--- src/rtl/victim_cache_plru_if.sv ---
// Bundles the victim cache's hit/fill event inputs and the replacement-way and
// performance-counter outputs of victim_cache_plru.
interface victim_cache_plru_if #(
  parameter int unsigned WAYS  = 8,
  parameter int unsigned WAY_W = 3,
  parameter int unsigned CNT_W = 16
);
  logic             hit_i;
  logic [WAY_W-1:0] hit_way_i;
  logic             fill_i;
  logic [WAY_W-1:0] fill_way_i;
  logic [WAYS-1:0]  valid_mask_i;
  logic             flush_i;
  logic [WAY_W-1:0] victim_way_o;
  logic             full_o;
  logic [CNT_W-1:0] hit_cnt_o;
  logic [CNT_W-1:0] fill_cnt_o;

  modport master (
    output hit_i, hit_way_i, fill_i, fill_way_i, valid_mask_i, flush_i,
    input  victim_way_o, full_o, hit_cnt_o, fill_cnt_o
  );

  modport slave (
    input  hit_i, hit_way_i, fill_i, fill_way_i, valid_mask_i, flush_i,
    output victim_way_o, full_o, hit_cnt_o, fill_cnt_o
  );
endinterface

--- src/rtl/victim_cache_plru.sv ---
// Tree pseudo-LRU replacement-way generator for the 8-way victim cache, with
// saturating hit/fill counters.
module victim_cache_plru #(
  parameter int unsigned WAYS  = 8,
  parameter int unsigned WAY_W = 3,
  parameter int unsigned CNT_W = 16
) (
  input  logic                 clk_i,
  input  logic                 rst_ni,
  victim_cache_plru_if.slave   bus
);
  localparam int unsigned NODES = WAYS - 1;

  logic [NODES-1:0] plru_q, plru_d;
  logic [CNT_W-1:0] hit_cnt_q, hit_cnt_d;
  logic [CNT_W-1:0] fill_cnt_q, fill_cnt_d;
  logic [WAY_W-1:0] victim_c;
  logic             found_c;
  logic             r_c, s_c, t_c;

  // Point every node on way w's path away from w.
  function automatic logic [NODES-1:0] touch(input logic [NODES-1:0] tree,
                                             input logic [WAY_W-1:0] w);
    logic [NODES-1:0] t;
    t    = tree;
    t[0] = ~w[2];
    if (w[2]) t[2] = ~w[1];
    else      t[1] = ~w[1];
    case (w[2:1])
      2'd0:    t[3] = ~w[0];
      2'd1:    t[4] = ~w[0];
      2'd2:    t[5] = ~w[0];
      default: t[6] = ~w[0];
    endcase
    return t;
  endfunction

  // Hit touch first so a same-cycle fill wins on shared nodes; flush overrides both.
  always_comb begin
    plru_d = plru_q;
    if (bus.hit_i)   plru_d = touch(plru_d, bus.hit_way_i);
    if (bus.fill_i)  plru_d = touch(plru_d, bus.fill_way_i);
    if (bus.flush_i) plru_d = '0;
  end

  always_comb begin
    hit_cnt_d  = hit_cnt_q;
    fill_cnt_d = fill_cnt_q;
    if (bus.hit_i && (hit_cnt_q != '1))   hit_cnt_d  = hit_cnt_q + CNT_W'(1);
    if (bus.fill_i && (fill_cnt_q != '1)) fill_cnt_d = fill_cnt_q + CNT_W'(1);
  end

  // Invalid ways are always preferred; the tree is only consulted when all are valid.
  always_comb begin
    victim_c = '0;
    found_c  = 1'b0;
    r_c      = plru_q[0];
    s_c      = r_c ? plru_q[2] : plru_q[1];
    case ({r_c, s_c})
      2'b00:   t_c = plru_q[3];
      2'b01:   t_c = plru_q[4];
      2'b10:   t_c = plru_q[5];
      default: t_c = plru_q[6];
    endcase
    for (int unsigned i = 0; i < WAYS; i++) begin
      if (!found_c && !bus.valid_mask_i[i]) begin
        victim_c = WAY_W'(i);
        found_c  = 1'b1;
      end
    end
    if (!found_c) victim_c = {r_c, s_c, t_c};
  end

  always_ff @(posedge clk_i or negedge rst_ni) begin
    if (!rst_ni) begin
      plru_q     <= '0;
      hit_cnt_q  <= '0;
      fill_cnt_q <= '0;
    end else begin
      plru_q     <= plru_d;
      hit_cnt_q  <= hit_cnt_d;
      fill_cnt_q <= fill_cnt_d;
    end
  end

  assign bus.victim_way_o = victim_c;
  assign bus.full_o       = &bus.valid_mask_i;
  assign bus.hit_cnt_o    = hit_cnt_q;
  assign bus.fill_cnt_o   = fill_cnt_q;
endmodule

--- src/flat_wrapper.sv ---
// flat-port wrapper written by rule: the top's interface ports become plain ports
module victim_cache_plru_flat 
#(
  parameter int unsigned WAYS  = 8,
  parameter int unsigned WAY_W = 3,
  parameter int unsigned CNT_W = 16
)
  (clk_i, rst_ni, bus_hit_i, bus_hit_way_i, bus_fill_i, bus_fill_way_i, bus_valid_mask_i, bus_flush_i, bus_victim_way_o, bus_full_o, bus_hit_cnt_o, bus_fill_cnt_o);
  victim_cache_plru_if #(.WAYS(WAYS), .WAY_W(WAY_W), .CNT_W(CNT_W)) bus_i ();
  input  logic clk_i;
  input  logic rst_ni;
  input wire logic [$bits(bus_i.hit_i)-1:0] bus_hit_i;
  input wire logic [$bits(bus_i.hit_way_i)-1:0] bus_hit_way_i;
  input wire logic [$bits(bus_i.fill_i)-1:0] bus_fill_i;
  input wire logic [$bits(bus_i.fill_way_i)-1:0] bus_fill_way_i;
  input wire logic [$bits(bus_i.valid_mask_i)-1:0] bus_valid_mask_i;
  input wire logic [$bits(bus_i.flush_i)-1:0] bus_flush_i;
  output wire logic [$bits(bus_i.victim_way_o)-1:0] bus_victim_way_o;
  output wire logic [$bits(bus_i.full_o)-1:0] bus_full_o;
  output wire logic [$bits(bus_i.hit_cnt_o)-1:0] bus_hit_cnt_o;
  output wire logic [$bits(bus_i.fill_cnt_o)-1:0] bus_fill_cnt_o;
  assign bus_i.hit_i = bus_hit_i;
  assign bus_i.hit_way_i = bus_hit_way_i;
  assign bus_i.fill_i = bus_fill_i;
  assign bus_i.fill_way_i = bus_fill_way_i;
  assign bus_i.valid_mask_i = bus_valid_mask_i;
  assign bus_i.flush_i = bus_flush_i;
  assign bus_victim_way_o = bus_i.victim_way_o;
  assign bus_full_o = bus_i.full_o;
  assign bus_hit_cnt_o = bus_i.hit_cnt_o;
  assign bus_fill_cnt_o = bus_i.fill_cnt_o;
  victim_cache_plru #(.WAYS(WAYS), .WAY_W(WAY_W), .CNT_W(CNT_W)) u_core (.clk_i(clk_i), .rst_ni(rst_ni), .bus(bus_i));
endmodule
--- config.mk ---
export PLATFORM = sky130hd
export DESIGN_NAME = victim_cache_plru_flat
export DESIGN_NICKNAME = d
export VERILOG_FILES = /design/src/rtl/victim_cache_plru_if.sv /design/src/rtl/victim_cache_plru.sv /design/src/flat_wrapper.sv
export SDC_FILE = /design/constraint.sdc
export NUM_CORES = 1
export LEC_CHECK = 0
export BUFFER_PORTS_ARGS = -buffer_cell sky130_fd_sc_hd__buf_4
export CORE_AREA = 3 3 72 87
export DETAILED_ROUTE_END_ITERATION = 16
export DIE_AREA = 0 0 75 90
export REMOVE_ABC_BUFFERS = 1
export SLEW_MARGIN = 10
export SYNTH_ARGS = -nofsm -noshare
export SYNTH_HDL_FRONTEND = slang
export SYNTH_SLANG_ARGS = --single-unit
--- constraint.sdc ---
create_clock -name clk_i -period 2.3 [get_ports clk_i]
set_clock_uncertainty 0.15 [all_clocks]
set_input_delay 0.345 -clock clk_i [delete_from_list [all_inputs] [get_ports clk_i]]
set_output_delay 0.345 -clock clk_i [all_outputs]
set_load 0.05 [all_outputs]
==> results.md, run 1 <==
* Worst min-delay path class: in2reg
* Top flip-flop cell by instance count after synthesis: dfrtp_1
* Starting Density at 0.393
* Routability congestion estimate from global placement at 0.804
* Initial antenna violation count at 0
* Avg Cell Area, Syn at 9.94 um^2
* Aggregate global-route resource usage at 0.153
* Maximum Capacitance Violations at 0
* # rows at 29
* Number of cells traversed by the worst register-to-register path at 5
* Maximum achievable frequency at 488 MHz
* Largest voltage drop on the vdd net at 0.000750 V
* Number of warnings issued by yosys at 0
* Largest net degree at the start of global routing at 40
* Fillers at 522
* Overall power after layout at 2.49 mW
* Critical path class: reg2reg
* Combinational cell fraction of total power at 0.408
* Netlist area before placement at 2130 um^2
* Total via count in the routed design at 1835
* Cell count after synthesis at 214
* Final Hold Viols at 0
* DRC violations left at 0
* Detail Route Antenna Nets at 0
* Via count of the first global-routing pass at 1799
* Time the worst path needs with I/O delays and setup at 2.05 ns
* Number of buffers created by CTS at 5
* Seq pwr share at 0.412
* Total half-perimeter wirelength after legalization and detailed placement at 3.61 mm
* Root Buffer: clkbuf_8
* Portion of the post-synthesis area used by sequential elements at 0.459
* WL per Instance at 14.4 um
* Switching part of the total at 0.447
* Number of cells traversed by the worst hold path at 2
* Height of the chip at 90 um
* Power per cell area at 914 nW/um^2
* TritonCTS clock tree: built
* IO buf count at 54
* H-Tree Level Count at 2
* Critical path peak fanout at 5
* Sw Pwr at 1.11 mW
* Vias per cell at 5.40
* Max-Slew Margin vs Limit at 0.579
* Antenna diode instance count at 0
* Drt initial violations at 89
* GRT Residual Overflow at 0
* Kind of capture point of the worst setup path: flop
* Clock Pin Slew Worst Setup and Hold Paths at 0.08 ns
* Ports at 55
* Cell leakage power at 1.22 nW
* CP startpoint kind: flop
* Final-report setup violation count at 0
* Layout overhead on the synthesized area at 28.0%
* Worst Tran Pin Value at 0.626 ns
* Clock tree buffer depth at 2
* Distinct cell type count of the synthesized netlist at 40
* Layout net count at 298
* Die extent in x at 75 um
* Post-cts repair resize count at 0
* Clock network power share at 0.180
* Async SR Flop Fraction at 1.00
* Arrival time reported for the critical path endpoint at 2.11 ns
* RSZ-0062 raised after global routing: false
* Total negative slack at 0 ns
* Detailed Route WL at 4.90 mm
* Status: finished clean
* Cell internal pwr at 1.38 mW
* First-pass GRT wire length at 8.31 mm
* Fraction of layout instances using a drive strength above 1 at 0.266
* Core ar. at 5410 um^2
* Critical path data required time at 2.35 ns
* Max-slew violation total from the final report at 0
* Clock latency reported for the late side of the worst-skew pair at 0.29 ns
* Number of sinks driven by the clock tree at 39
* Overall die area at 6750 um^2
* Register bit count reported by yosys at 39
* Number of flops mapped to enable cells by yosys at 0
* Crit share post-route at 0.892
* First-pass DRT Iterations at 4
-- registers in the layout, indices dropped and copies added (netlist names) --
register,count
u_core.bus.fill_cnt_o,16
u_core.bus.hit_cnt_o,16
u_core.plru_q,7
-- metal layers --
metal / wire [um] / share of wire / track usage / up-vias
met2: 2260 / 0.46 / 0.245 / 61
met1: 2310 / 0.47 / 0.205 / 848
met5: 0 / 0 / 0 / -
met4: 53 / 0.011 / 0.0430 / 0
met3: 265 / 0.054 / 0.0313 / 6
li1: - / - / - / 920
-- through the flow --
stage          utilization  hold WS, ns  cells  cell area (um^2)  setup slack (ns)
2_1_floorplan            -       -0.101    211              2110            0.0314
3_3_place_gp         0.486        0.210    331              2630             0.338
3_5_place_dp         0.486        0.208    331              2630             0.260
4_1_cts              0.504        0.115    340              2720             0.243
5_1_grt              0.504        0.109    340              2720            0.0288
6_report             0.504        0.118    340              2720             0.249
-- cells in the final DEF, fill, tap and decap left out, drive strengths merged, types with 2 or more instances in the layout --
cell     count
o21a         3
nand3b       2
a31oi        6
o211ai       2
or3          3
o221ai       2
nand2       18
or2          2
mux2         5
a21oi        5
inv          5
o21ai        7
nor3         7
nand4       13
nor4         7
o2111ai      2
ha           2
buf         58
nor2        20
clkbuf       6
mux2i        6
dfrtp       39
xor2         8
nand2b       3
xnor2       15
nand3       16
nor2b        2
and4         4
-- critical path, stage by stage (launching register included) --
cell,delay [ns]
dfrtp_1,0.44
ha_1,0.28
nand4_4,0.15
nor4_1,0.61
a31oi_1,0.16
a41oi_1,0.19
-- kinds of logic (layout without fill, tap and decap cells) --
kind of cell,after synthesis,after routing,synth area share
xor gates and xnor gates,23,23,0.0947
and+or+nand+nor,100,100,0.267
adders and majority gates,2,2,0.0118
buffers and inverters,8,72,0.0147
AOI/OAI and AO/OA,31,31,0.0965
muxes,11,11,0.0565
DFF,39,39,0.459
-- final cells by class --
type	instances	area (um^2)	share of cell area
clock inverter	2	12.5	0.00460
timing repair buffer	59	445	0.164
multi-input combinational	167	1120	0.411
sequential	39	976	0.358
inverter	5	18.8	0.00689
clock buffer	6	72.6	0.0267
tap	62	77.6	0.0285
-- cells in the mapped netlist (3+ instances only) --
cell / number / area (um^2)
nand4_1: 11 / 68.8
dfrtp_1: 39 / 976
and4_1: 4 / 35.0
nand3_1: 16 / 80.1
mux2i_1: 6 / 60.1
inv_1: 5 / 18.8
a21oi_1: 5 / 25.0
a31oi_1: 6 / 37.5
nand2_1: 18 / 67.6
mux2_2: 4 / 45.0
o21ai_0: 6 / 30.0
o21a_1: 3 / 22.5
xor2_1: 8 / 70.1
xnor2_1: 15 / 131
nor3_1: 7 / 35.0
nand2b_1: 3 / 18.8
nor4_1: 6 / 37.5
nor2_1: 20 / 75.1
or3_1: 3 / 18.8
-- final timing paths --
path | startpoint | to | slack, ns
max | u_core.bus.hit_cnt_o[0] | u_core.bus.hit_cnt_o[14] | 0.25
min | bus_flush_i | u_core.plru_q[1] | 0.12
max reg2reg | u_core.bus.hit_cnt_o[0] | u_core.bus.hit_cnt_o[14] | 0.25
min reg2reg | u_core.bus.hit_cnt_o[9] | u_core.bus.hit_cnt_o[9] | 0.38
max in group asynchronous | rst_ni | u_core.bus.fill_cnt_o[5] | 1.22
min in group asynchronous | rst_ni | u_core.bus.hit_cnt_o[8] | 0.42
-- what timing repair did --
action / 4_1_cts / 5_1_grt
setup buffers: 0 / 0
hold buffers: 1 / 0
setup endpoints to repair: 0 / 0
hold endpoints to repair: 39 / 0
-- power groups by stage --
stage          logic [mW]  clock network (mW)  registers (mW)
6_report             1.02               0.449            1.02
5_1_grt              1.09               0.501            1.05
4_1_cts              1.03               0.469            1.02
3_5_place_dp         1.03                   0            1.03
3_3_place_gp         1.03                   0            1.03
2_1_floorplan       0.284                   0            1.41
Note: power is estimated with default switching activity, not from simulation.
==> run 2: changes to the inputs <==
==> constraint.sdc (replaced) <==
create_clock -name clk_i -period 2.3 [get_ports clk_i]
set_clock_uncertainty 0.15 [all_clocks]
set_input_delay 0.46 -clock clk_i [delete_from_list [all_inputs] [get_ports clk_i]]
set_output_delay 0.46 -clock clk_i [all_outputs]
set_load 0.05 [all_outputs]
==> results.md, run 2 (synthesized netlist as in run 1, its figures left out) <==
* Clock tree buffer depth at 2
* Count of placed standard cells including taps at 329
* IO buf count at 54
* Layout overhead on the synthesized area at 27.5%
* Crit share post-route at 0.923
* Time the worst path needs with I/O delays and setup at 2.12 ns
* Max-Slew Margin vs Limit at 0.599
* Arrival time reported for the critical path endpoint at 1.51 ns
* Clock Pin Slew Worst Setup and Hold Paths at 0.08 ns
* Critical path peak fanout at 3
* Leading cell type in the layout, fill and taps excluded: buf_4
* Sequential Area at 976 um^2
* Aggregate global-route resource usage at 0.155
* Power per cell area at 937 nW/um^2
* Initial antenna violation count at 0
* CP startpoint kind: flop
* Ports at 55
* Least setup slack across all paths after layout at 0.178 ns
* Overall die area at 6750 um^2
* Quantity of hold-fixing buffers added after cts at 0
* Fillers at 508
* Total half-perimeter wirelength after legalization and detailed placement at 3.61 mm
* Largest net degree at the start of global routing at 40
* GRT Residual Overflow at 0
* Height of the chip at 90 um
* Starting Density at 0.393
* Met2 track utilization from global routing at 0.255
* Number of sinks driven by the clock tree at 39
* H-Tree Level Count at 2
* Fraction of layout instances using a drive strength above 1 at 0.262
* Maximum Capacitance Violations at 0
* WL per Instance at 14.6 um
* Area occupied by multi-input gates at 1120 um^2
* Postcts setup bufs at 0
* RSZ-0062 raised after global routing: false
* Total negative slack at 0 ns
* Failing checks: negative hold slack
* Clock network power share at 0.201
* Cell leakage power at 1.22 nW
* Worst Hold Margin at -0.0124 ns
* First-pass GRT wire length at 8.34 mm
* # rows at 29
* Total via count in the routed design at 1834
* First-pass DRT Iterations at 4
* Worst Tran Pin Value at 0.596 ns
* Number of buffers created by CTS at 5
* Sum of buffers and inverters on the critical path at 1
* Detail Route Antenna Nets at 0
* Vias per cell at 5.44
* Max-slew violation total from the final report at 0
* Routability congestion estimate from global placement at 0.796
* DRC violations left at 0
* Kind of capture point of the worst setup path: output port
* Cell internal pwr at 1.43 mW
* Maximum achievable frequency at 471 MHz
* Final Non-Filler Cells at 337
* Crit path cell chain: mux2i_1, mux2i_1, o221ai_1, a31oi_1, buf_4
* Post-cts repair resize count at 0
* Seq pwr share at 0.404
* Worst min-delay path class: in2async
* Most congested layer reported by global routing: met2
* Critical path class: reg2out
* Pre-CTS setup slack at 0.241 ns
* Die extent in x at 75 um
* Critical path data required time at 1.69 ns
* Combinational cell fraction of total power at 0.395
* Core ar. at 5410 um^2
* Met3 layer usage reported by global route at 0.0346
* Status: finished with violations
* Antenna diode instance count at 0
* Detailed Route WL at 4.93 mm
* Drt initial violations at 125
* Root Buffer: clkbuf_8
* Slowest cell on the critical path: dfrtp_1
* Leading cell types in the layout, fill and taps excluded: buf_4 (56), dfrtp_1 (39), nor2_1 (20)
* Switching part of the total at 0.438
* Final-report setup violation count at 0
* Layout net count at 295
* Met1 Usage GRT at 0.198
* Largest voltage drop on the vdd net at 0.000779 V
* Sw Pwr at 1.11 mW
* Final Hold Viols at 28
* Via count of the first global-routing pass at 1852
* TritonCTS clock tree: built
* Critical Path Most Common Cell: mux2i_1
* Slowest cell delay on critical path at 0.41 ns
* Top cell family by delay on the critical path: flip-flops
* Clock latency reported for the late side of the worst-skew pair at 0.29 ns
-- run 2: cell count changes in the layout (fill, tap and decap cells not counted), sizes merged --
cell and delta:
clkinv -1, dlygate4sd3 -1, clkinvlp -1, clkbuf +2, buf -2
-- run 2: metrics by stage --
step | util | total power [mW] | area [um^2]
after floorplan | - | 1.69 | 2110
after global placement | 0.483 | 2.04 | 2610
after detailed placement | 0.483 | 2.05 | 2610
after CTS | 0.502 | 2.57 | 2710
after global routing | 0.502 | 2.68 | 2710
final | 0.502 | 2.54 | 2710
-- run 2: final timing paths --
kind | from | to | slack, ns | cells after the start
worst max-delay path | u_core.plru_q[2] | bus_victim_way_o[0] | 0.18 | 5
worst min-delay path | rst_ni | u_core.bus.fill_cnt_o[11] | -0.01 | 1
worst max register to register | u_core.bus.hit_cnt_o[0] | u_core.bus.hit_cnt_o[1] | 0.23 | 5
worst min register to register | u_core.bus.hit_cnt_o[15] | u_core.bus.hit_cnt_o[15] | 0.38 | 1
max in group asynchronous | rst_ni | u_core.bus.fill_cnt_o[5] | 1.66 | 1
min in group clk_i | bus_flush_i | u_core.plru_q[4] | 0.23 | 2
-- run 2: cell type report --
type	count	share of cell area
Inverter	5	0.00692
Clock buffer	8	0.0369
Timing Repair Buffer	56	0.155
Tap cell	62	0.0286
Multi-Input combinational cell	167	0.413
Sequential cell	39	0.360
-- run 2: metal layers --
metal  part of all wire  wire length [um]
met5                  0                 0
met4              0.013                62
met3              0.048               236
met2               0.49              2430
met1               0.45              2200
-- run 2: power by group through the flow --
stage          registers (mW)  clock network (mW)  logic, mW
2_1_floorplan            1.41                   0      0.284
3_3_place_gp             1.03                   0       1.00
3_5_place_dp             1.04                   0       1.01
4_1_cts                  1.02               0.525       1.02
5_1_grt                  1.05               0.556       1.07
6_report                 1.03               0.511       1.00
==> run 3: changes to the inputs <==
GPL_TIMING_DRIVEN = 0   (was default)
==> results.md, run 3 (synthesized netlist as in run 1, its figures left out) <==
* Postcts setup bufs at 0
* Number of sinks driven by the clock tree at 39
* Root Buffer: clkbuf_8
* Cell leakage power at 1.22 nW
* CP startpoint kind: flop
* H-Tree Level Count at 2
* # rows at 29
* Crit share post-route at 0.934
* IO buf count at 54
* Least setup slack across all paths after layout at 0.153 ns
* First-pass GRT wire length at 8.24 mm
* Total via count in the routed design at 1805
* Layout overhead on the synthesized area at 27.9%
* Time the worst path needs with I/O delays and setup at 2.15 ns
* Aggregate global-route resource usage at 0.152
* Crit path cell chain: ha_1, and4_1, nand3_1, o21ai_1, mux2_2
* Routability congestion estimate from global placement at 0.807
* Final Hold Viols at 11
* TritonCTS clock tree: built
* Maximum Capacitance Violations at 0
* Detail Route Antenna Nets at 0
* Max-Slew Margin vs Limit at 0.632
* Fraction of layout instances using a drive strength above 1 at 0.264
* Ports at 55
* Height of the chip at 90 um
* Vias per cell at 5.39
* Top cell family by delay on the critical path: simple AND/OR/NAND/NOR gates
* Critical path class: reg2reg
* Arrival time reported for the critical path endpoint at 2.17 ns
* Layout net count at 293
* First-pass DRT Iterations at 4
* Slowest cell delay on critical path at 0.44 ns
* WL per Instance at 14.4 um
* Overall die area at 6750 um^2
* Slowest cell on the critical path: dfrtp_1
* Overall power after layout at 2.61 mW
* Total half-perimeter wirelength after legalization and detailed placement at 3.50 mm
* Largest voltage drop on the vdd net at 0.000776 V
* Post-cts repair resize count at 0
* Via count of the first global-routing pass at 1783
* Critical path peak fanout at 9
* Status: finished with violations
* Count of placed standard cells including taps at 327
* Leading cell type in the layout, fill and taps excluded: buf_4
* Critical path data required time at 2.33 ns
* Clock tree buffer depth at 2
* Detailed Route WL at 4.83 mm
* Antenna diode instance count at 0
* Worst Hold Margin at -0.0224 ns
* Max-slew violation total from the final report at 0
* DRC violations left at 0
* Clock latency reported for the late side of the worst-skew pair at 0.29 ns
* Final Non-Filler Cells at 335
* Final-report setup violation count at 0
* GRT Residual Overflow at 0
* Initial antenna violation count at 0
* Worst Tran Pin Value at 0.547 ns
* Clock Pin Slew Worst Setup and Hold Paths at 0.08 ns
* Quantity of hold-fixing buffers added after cts at 0
* Maximum achievable frequency at 466 MHz
* Sum of buffers and inverters on the critical path at 0
* Number of buffers created by CTS at 5
* RSZ-0062 raised after global routing: false
* Worst min-delay path class: in2async
* Largest net degree at the start of global routing at 40
* Starting Density at 0.393
* Kind of capture point of the worst setup path: flop
* Core ar. at 5410 um^2
* Leading cell types in the layout, fill and taps excluded: buf_4 (54), dfrtp_1 (39), nor2_1 (20)
* Die extent in x at 75 um
* Power per cell area at 959 nW/um^2
* Drt initial violations at 94
* Pre-CTS setup slack at 0.159 ns
* Failing checks: negative hold slack
## run 3: per-layer routing
| metal | track usage | up-vias | part of all wire |
|---|---|---|---|
| li1 | - | 906 | - |
| met3 | 0.0357 | 6 | 0.052 |
| met2 | 0.243 | 47 | 0.47 |
| met4 | 0.0445 | 0 | 0.012 |
| met1 | 0.201 | 846 | 0.46 |
| met5 | 0 | - | 0 |
## run 3: final timing paths
kind / startpoint / end / slack (ns) / cells after the start
worst min-delay path: rst_ni / u_core.bus.fill_cnt_o[12] / -0.02 / 1
worst min register to register: u_core.bus.hit_cnt_o[9] / u_core.bus.hit_cnt_o[9] / 0.38 / 1
worst max register to register: u_core.bus.fill_cnt_o[0] / u_core.bus.fill_cnt_o[1] / 0.15 / 5
max in group asynchronous: rst_ni / u_core.plru_q[5] / 1.65 / 1
worst max-delay path: u_core.bus.fill_cnt_o[0] / u_core.bus.fill_cnt_o[1] / 0.15 / 5
min in group clk_i: bus_flush_i / u_core.plru_q[6] / 0.23 / 2
## run 3: report_power, final
group | switching, mW | internal (mW)
combinational | 0.650 | 0.341
clock | 0.242 | 0.351
sequential | 0.214 | 0.811
## run 3: worst register-to-register path: cells and delay by family, from the launching register on
family	cells	cell delay [ns]
compound gates	1	0.30
simple gates	2	0.55
fa+ha+maj	1	0.24
mux	1	0.36
flops	1	0.44
## run 3: per-stage QoR
step                      instance area, um^2  utilization  setup TNS, ns
after CTS                                2720        0.502              0
after detailed placement                 2600        0.480              0
after global routing                     2720        0.503              0
final                                    2720        0.503              0
after floorplan                          2110            -         -0.158
after global placement                   2600        0.480              0
## run 3: area by class of cell
| type | instances | area, um^2 |
|---|---|---|
| fillers | 532 | 2690 |
| multi-input cells | 167 | 1130 |
| flip-flops and latches | 39 | 976 |
| repair buffers | 54 | 405 |
| clock buffers | 6 | 82.6 |
| well taps | 62 | 77.6 |
| clock inverters | 2 | 35.0 |
| inverters | 5 | 18.8 |
